## src/rtl/seg_scan_driver_n.sv

```systemverilog
// Multiplexed seven-segment scan driver: per-slot digit scanning with PWM brightness,
// ghost-guard blanking, leading-zero suppression and frame-synchronous shadow loading.
module seg_scan_driver_n #(
  parameter int p_system_clk      = 100_000_000,
  parameter int p_digits          = 8,
  parameter int p_slot_hz         = 1000,
  parameter int p_blank_cycles    = 4,
  parameter int p_seg_active_high = 1,
  parameter int p_pos_active_high = 1
) (
  input  logic                    clk,
  input  logic                    rstn,
  input  logic [4*p_digits-1:0]   i_data,
  input  logic [p_digits-1:0]     i_dp,
  input  logic                    i_hex_mode,
  input  logic                    i_lz_blank,
  input  logic [3:0]              i_brightness,
  input  logic                    i_update,
  output logic [p_digits-1:0]     o_seg_pos,
  output logic [7:0]              o_seg,
  output logic                    o_frame_done
);

  localparam int L       = p_system_clk / p_slot_hz;
  localparam int LIT_LEN = L - p_blank_cycles;
  localparam int S       = LIT_LEN / 16;
  localparam int CW      = $clog2(L);
  localparam int IW      = $clog2(p_digits);
  localparam logic [7:0]          SEG_INV = (p_seg_active_high != 0) ? 8'h00 : 8'hFF;
  localparam logic [p_digits-1:0] POS_INV = (p_pos_active_high != 0) ? '0 : '1;

  generate
    if (LIT_LEN < 16) begin : g_bad_slot
      $error("seg_scan_driver_n: slot too short for 16 brightness steps");
    end
    if (p_digits < 2 || p_digits > 16) begin : g_bad_digits
      $error("seg_scan_driver_n: p_digits must be 2..16");
    end
  endgenerate

  logic [CW-1:0]           cnt_r;
  logic [IW-1:0]           idx_r;
  logic [4*p_digits-1:0]   pend_data_r, act_data_r;
  logic [p_digits-1:0]     pend_dp_r, act_dp_r;
  logic                    pend_hex_r, act_hex_r, pend_lz_r, act_lz_r;
  logic [7:0]              seg_r;
  logic [p_digits-1:0]     pos_r;
  logic                    frame_done_r;

  logic                    fb_s, lit_s, blank_s, dp_s;
  logic [3:0]              nib_s;
  logic [p_digits:0]       hz_s;
  logic [31:0]             lim_s;
  logic [7:0]              seg_s;
  logic [p_digits-1:0]     pos_s;

  function automatic logic [6:0] seg_decode(input logic [3:0] nib, input logic hex);
    logic [6:0] r;
    case (nib)
      4'h0: r = 7'h3f;
      4'h1: r = 7'h06;
      4'h2: r = 7'h5b;
      4'h3: r = 7'h4f;
      4'h4: r = 7'h66;
      4'h5: r = 7'h6d;
      4'h6: r = 7'h7d;
      4'h7: r = 7'h07;
      4'h8: r = 7'h7f;
      4'h9: r = 7'h6f;
      4'hA: r = hex ? 7'h77 : 7'h00;
      4'hB: r = hex ? 7'h7c : 7'h00;
      4'hC: r = hex ? 7'h39 : 7'h00;
      4'hD: r = hex ? 7'h5e : 7'h00;
      4'hE: r = hex ? 7'h79 : 7'h00;
      4'hF: r = hex ? 7'h71 : 7'h00;
      default: r = 7'h00;
    endcase
    return r;
  endfunction

  assign fb_s = (cnt_r == CW'(L - 1)) && (idx_r == IW'(p_digits - 1));

  // Slot counter and digit index
  always_ff @(posedge clk or negedge rstn) begin
    if (!rstn) begin
      cnt_r <= '0;
      idx_r <= '0;
    end else if (cnt_r == CW'(L - 1)) begin
      cnt_r <= '0;
      if (idx_r == IW'(p_digits - 1)) begin
        idx_r <= '0;
      end else begin
        idx_r <= idx_r + IW'(1);
      end
    end else begin
      cnt_r <= cnt_r + CW'(1);
    end
  end

  // Shadow registers: pending captures updates, active only changes at the frame boundary
  always_ff @(posedge clk or negedge rstn) begin
    if (!rstn) begin
      pend_data_r <= '0;
      pend_dp_r   <= '0;
      pend_hex_r  <= 1'b0;
      pend_lz_r   <= 1'b0;
      act_data_r  <= '0;
      act_dp_r    <= '0;
      act_hex_r   <= 1'b0;
      act_lz_r    <= 1'b0;
    end else begin
      if (i_update) begin
        pend_data_r <= i_data;
        pend_dp_r   <= i_dp;
        pend_hex_r  <= i_hex_mode;
        pend_lz_r   <= i_lz_blank;
      end
      if (fb_s && i_update) begin
        act_data_r <= i_data;
        act_dp_r   <= i_dp;
        act_hex_r  <= i_hex_mode;
        act_lz_r   <= i_lz_blank;
      end else if (fb_s) begin
        act_data_r <= pend_data_r;
        act_dp_r   <= pend_dp_r;
        act_hex_r  <= pend_hex_r;
        act_lz_r   <= pend_lz_r;
      end
    end
  end

  // Current digit selection, leading-zero detection and lit window
  always_comb begin
    nib_s   = 4'h0;
    dp_s    = 1'b0;
    blank_s = 1'b0;
    hz_s    = '0;
    hz_s[p_digits] = 1'b1;
    for (int k = p_digits - 1; k >= 0; k--) begin
      hz_s[k] = hz_s[k+1] & (act_data_r[4*k +: 4] == 4'h0);
    end
    for (int k = 0; k < p_digits; k++) begin
      nib_s  = (idx_r == IW'(k)) ? act_data_r[4*k +: 4] : nib_s;
      dp_s   = (idx_r == IW'(k)) ? act_dp_r[k] : dp_s;
      pos_s[k] = (idx_r == IW'(k));
    end
    for (int k = 1; k < p_digits; k++) begin
      blank_s = (idx_r == IW'(k)) ? (act_lz_r & hz_s[k]) : blank_s;
    end
    lim_s = 32'(S) * (32'(i_brightness) + 32'd1);
    if ((32'(cnt_r) < lim_s) && (32'(cnt_r) < 32'(LIT_LEN))) begin
      lit_s = 1'b1;
    end else begin
      lit_s = 1'b0;
    end
    if (lit_s) begin
      seg_s = {dp_s, blank_s ? 7'h00 : seg_decode(nib_s, act_hex_r)};
    end else begin
      seg_s = 8'h00;
      pos_s = '0;
    end
  end

  // Registered, polarity-adjusted pin drive
  always_ff @(posedge clk or negedge rstn) begin
    if (!rstn) begin
      seg_r        <= SEG_INV;
      pos_r        <= POS_INV;
      frame_done_r <= 1'b0;
    end else begin
      seg_r        <= seg_s ^ SEG_INV;
      pos_r        <= pos_s ^ POS_INV;
      frame_done_r <= fb_s;
    end
  end

  assign o_seg        = seg_r;
  assign o_seg_pos    = pos_r;
  assign o_frame_done = frame_done_r;

endmodule

```

## config.mk

```make
export PLATFORM = sky130hd
export DESIGN_NAME = seg_scan_driver_n
export DESIGN_NICKNAME = d
export VERILOG_FILES = /design/src/rtl/seg_scan_driver_n.sv
export SDC_FILE = /design/constraint.sdc
export NUM_CORES = 1
export LEC_CHECK = 0
export CAP_MARGIN = 20
export CORE_MARGIN = 5
export CORE_UTILIZATION = 58
export DETAILED_ROUTE_END_ITERATION = 7
export MAX_ROUTING_LAYER = met4
export PLACE_DENSITY = 0.81
export RECOVER_POWER = 100
export REMOVE_ABC_BUFFERS = 1
export SLEW_MARGIN = 30
export SYNTH_ARGS = -nofsm -noshare
export SYNTH_HDL_FRONTEND = slang
export SYNTH_SLANG_ARGS = --single-unit
```

## constraint.sdc

```tcl
create_clock -name clk -period 3.5 [get_ports clk]
set_clock_uncertainty 0.2 [all_clocks]
set_input_delay 0.525 -clock clk [delete_from_list [all_inputs] [get_ports clk]]
set_output_delay 0.525 -clock clk [all_outputs]
set_load 0.01 [all_outputs]
```

==> flow_summary.json <==
{
  "final_area_mm2": 0.00896,
  "ys_seq_elements": 121,
  "clk_pin_slew_ns": 0.06,
  "yosys_warnings": 0,
  "crit_type": "in -> reg",
  "outcome": "complete, but fails checks",
  "min_period_over_period": 1.32,
  "path_cells": "buf_12, ha_4, and3_4, buf_4, ha_4, ha_4, ha_4, ha_4, buf_4, o21a_1, o21ai_2, nor2_1, nor2_1, xor2_1, ha_1, nor2b_4, o21ai_2, a21oi_4, o32ai_4, buf_4, nand2_4, buf_4, nor2_1",
  "clock-root-buffer": "clkbuf_16",
  "nets": 829,
  "critPathSlowestCell": "ha_1",
  "synth-main-ff-cell": "dfrtp_1",
  "synth-edff-count": 0,
  "port-buffer-count": 65,
  "cp_top_family": "adder cells",
  "dieArea_mm2": 0.0138,
  "maxCapViolations": 1,
  "synth_cell_type_count": 60,
  "power_density_mw_per_mm2": 453,
  "drt_iter0_drc": 536,
  "max_clock_freq_mhz": 216,
  "utilization": 0.788,
  "arrival_ns": 4.77,
  "peakVddDrop_mv": 0.366,
  "min_period_ns": 4.64,
  "clock_latency_ns": 0.41,
  "ctsHtreeMaxLevel": 4,
  "drc": 0,
  "initial_core_util": 0.590,
  "rsz0062_at_grt": "true",
  "vias": 5453,
  "worst_slack_ns": -1.14,
  "worstMarginPinSlew_ns": 2.32,
  "die_w_um": 118,
  "cts_tree": "yes",
  "io_pins": 66,
  "avgRoutedWirePerCell_um": 21.1,
  "setup_viol": 16,
  "gr-total-overflow": 0,
  "crit_buf_inv": 5,
  "slowest_delay_ns": 0.33,
  "violations": "capacitance limit, slew limit, setup timing",
  "vias_per_cell": 6.19,
  "fin_setup_tns_ns": -16.29,
  "syn-cell-area_mm2": 0.00671,
  "cp_max_fo": 9,
  "row_count": 39,
  "layout.cells.non_filler": 881,
  "critPathCaptureType": "register",
  "seq_area_frac_synth": 0.451,
  "grt_max_degree": 67,
  "cp.required_ns": 3.64,
  "clock-sinks": 121,
  "p_leak_uw": 0.00400,
  "hold_violations": 0,
  "gp_congestion": 0.902,
  "antenna_found_initial": 0,
  "min_path_type": "reg -> reg",
  "cp_common_cell": "ha_4",
  "slew-limit-headroom": -0.548,
  "diodes": 0,
  "cts_buffers": 17,
  "routed_wirelength_um": 18500,
  "dp_hpwl_um": 10800,
  "first_pass_iters": 5,
  "syn_to_final_growth_pct": 33.5,
  "dieHeight_um": 118,
  "dp_cells": 826,
  "synth_cells": 591,
  "drt.antenna.violating_nets": 0,
  "grt_pass1_wl_um": 28800,
  "core_mm2": 0.0114,
  "synth.avg_cell_area_um2": 11.4,
  "layout-drive-gt1-share": 0.301,
  "grt_usage": 0.264,
  "finalMaxSlewViolations": 43,
  "grt_pass1_vias": 5644,
  "place_area_mm2": 0.00777,
  "synth-async-reset-ratio": 1.00,
  "crit_path_start_kind": "input pin",
  "clockBufferDepth": 2
}
-- stage by stage --
step | hold WS (ns) | setup WS (ns) | power, uW
after floorplan | 0.0294 | -1.25 | 1880
after global placement | 0.281 | -1.96 | 2150
after detailed placement | 0.286 | -2.28 | 2180
after CTS | 0.297 | -0.905 | 3990
after global routing | 0.309 | -1.24 | 4210
final | 0.281 | -1.14 | 4060
-- layout by cell type (no fill, tap or decap), drive strengths merged, types with 7 or more instances in the layout --
cell type      instances
xnor2                 10
nor2                  30
clkbuf                25
xor2                  18
mux2                  84
nand3                 20
nor2b                 14
inv                   22
ha                    54
dlygate4sd3           18
clkdlybuf4s50         42
o21ai                 22
buf                   73
nand2                 31
dfrtp                121
o211ai                 9
a21o                  11
a21oi                 35
a31oi                  7
nor4                  11
o21a                   7
-- repair_timing --
item | in CTS | in global routing
pin swaps | 31 | 29
hold endpoints to repair | 23 | 0
buffers inserted | 18 | 4
hold buffers | 1 | 0
resized for setup | 71 | 29
setup endpoints to repair | 16 | 16
-- layout make-up --
class / count / area (um2)
multi-input cells: 428 / 3900
flip-flops and latches: 121 / 3030
fillers: 636 / 2410
repair buffers: 138 / 1200
clock buffers: 20 / 467
well taps: 143 / 179
clock inverters: 12 / 114
inverters: 19 / 71.3
-- cells by family after synthesis --
kind of cell,count (synthesis),share of synthesized area
compound gates,122,0.124
xor+xnor,28,0.0377
buf+inv,42,0.0328
simple gates,138,0.108
flops,121,0.451
fa+ha+maj,55,0.104
mux,85,0.142
-- synthesized netlist by cell type (all sizes together), types with 14 or more instances --
library cell | n | area [um2]
a21oi | 35 | 175
buf | 16 | 123
dfrtp | 121 | 3030
ha | 54 | 676
inv | 19 | 71.3
mux2 | 84 | 946
nand2 | 31 | 121
nand3 | 20 | 100
nor2 | 30 | 113
nor2b | 14 | 87.6
o21ai | 22 | 110
xor2 | 18 | 165
-- power breakdown --
group          internal (uW)  leakage [uW]  switching (uW)
Combinational            447       0.00222             410
Clock                   1040      0.000275             649
Sequential              1480       0.00150            35.8
Total                   2970       0.00400            1090
-- flip-flops by register name (all words and copies together) (netlist names) --
register and count:
act_data_r 32, act_dp_r 8, act_hex_r 1, act_lz_r 1, cnt_r 17, idx_r 3, o_frame_done 1, o_seg 8
o_seg_pos 8, pend_data_r 32, pend_dp_r 8, pend_hex_r 1, pend_lz_r 1
-- layer usage --
metal  up-vias  GRT usage  wire length [um]
met2       267      0.435              9240
met1      2681      0.318              7350
met4         0      0.111               833
li1       2414          -                 -
met3        91     0.0524              1120
met5         -          -                 0
-- worst paths after layout --
check / startpoint / to / slack [ns] / depth (start not counted)
max reg2reg: idx_r[0] / o_seg[3] / 0.28 / 7
min: pend_data_r[15] / pend_data_r[15] / 0.28 / 1
max in group asynchronous: rstn / act_data_r[0] / 0.67 / 3
min reg2reg: pend_data_r[15] / pend_data_r[15] / 0.28 / 1
max: i_brightness[0] / o_seg_pos[3] / -1.14 / 23
min in group asynchronous: rstn / o_seg[0] / 0.75 / 2
(Power assumes the default switching activity.)
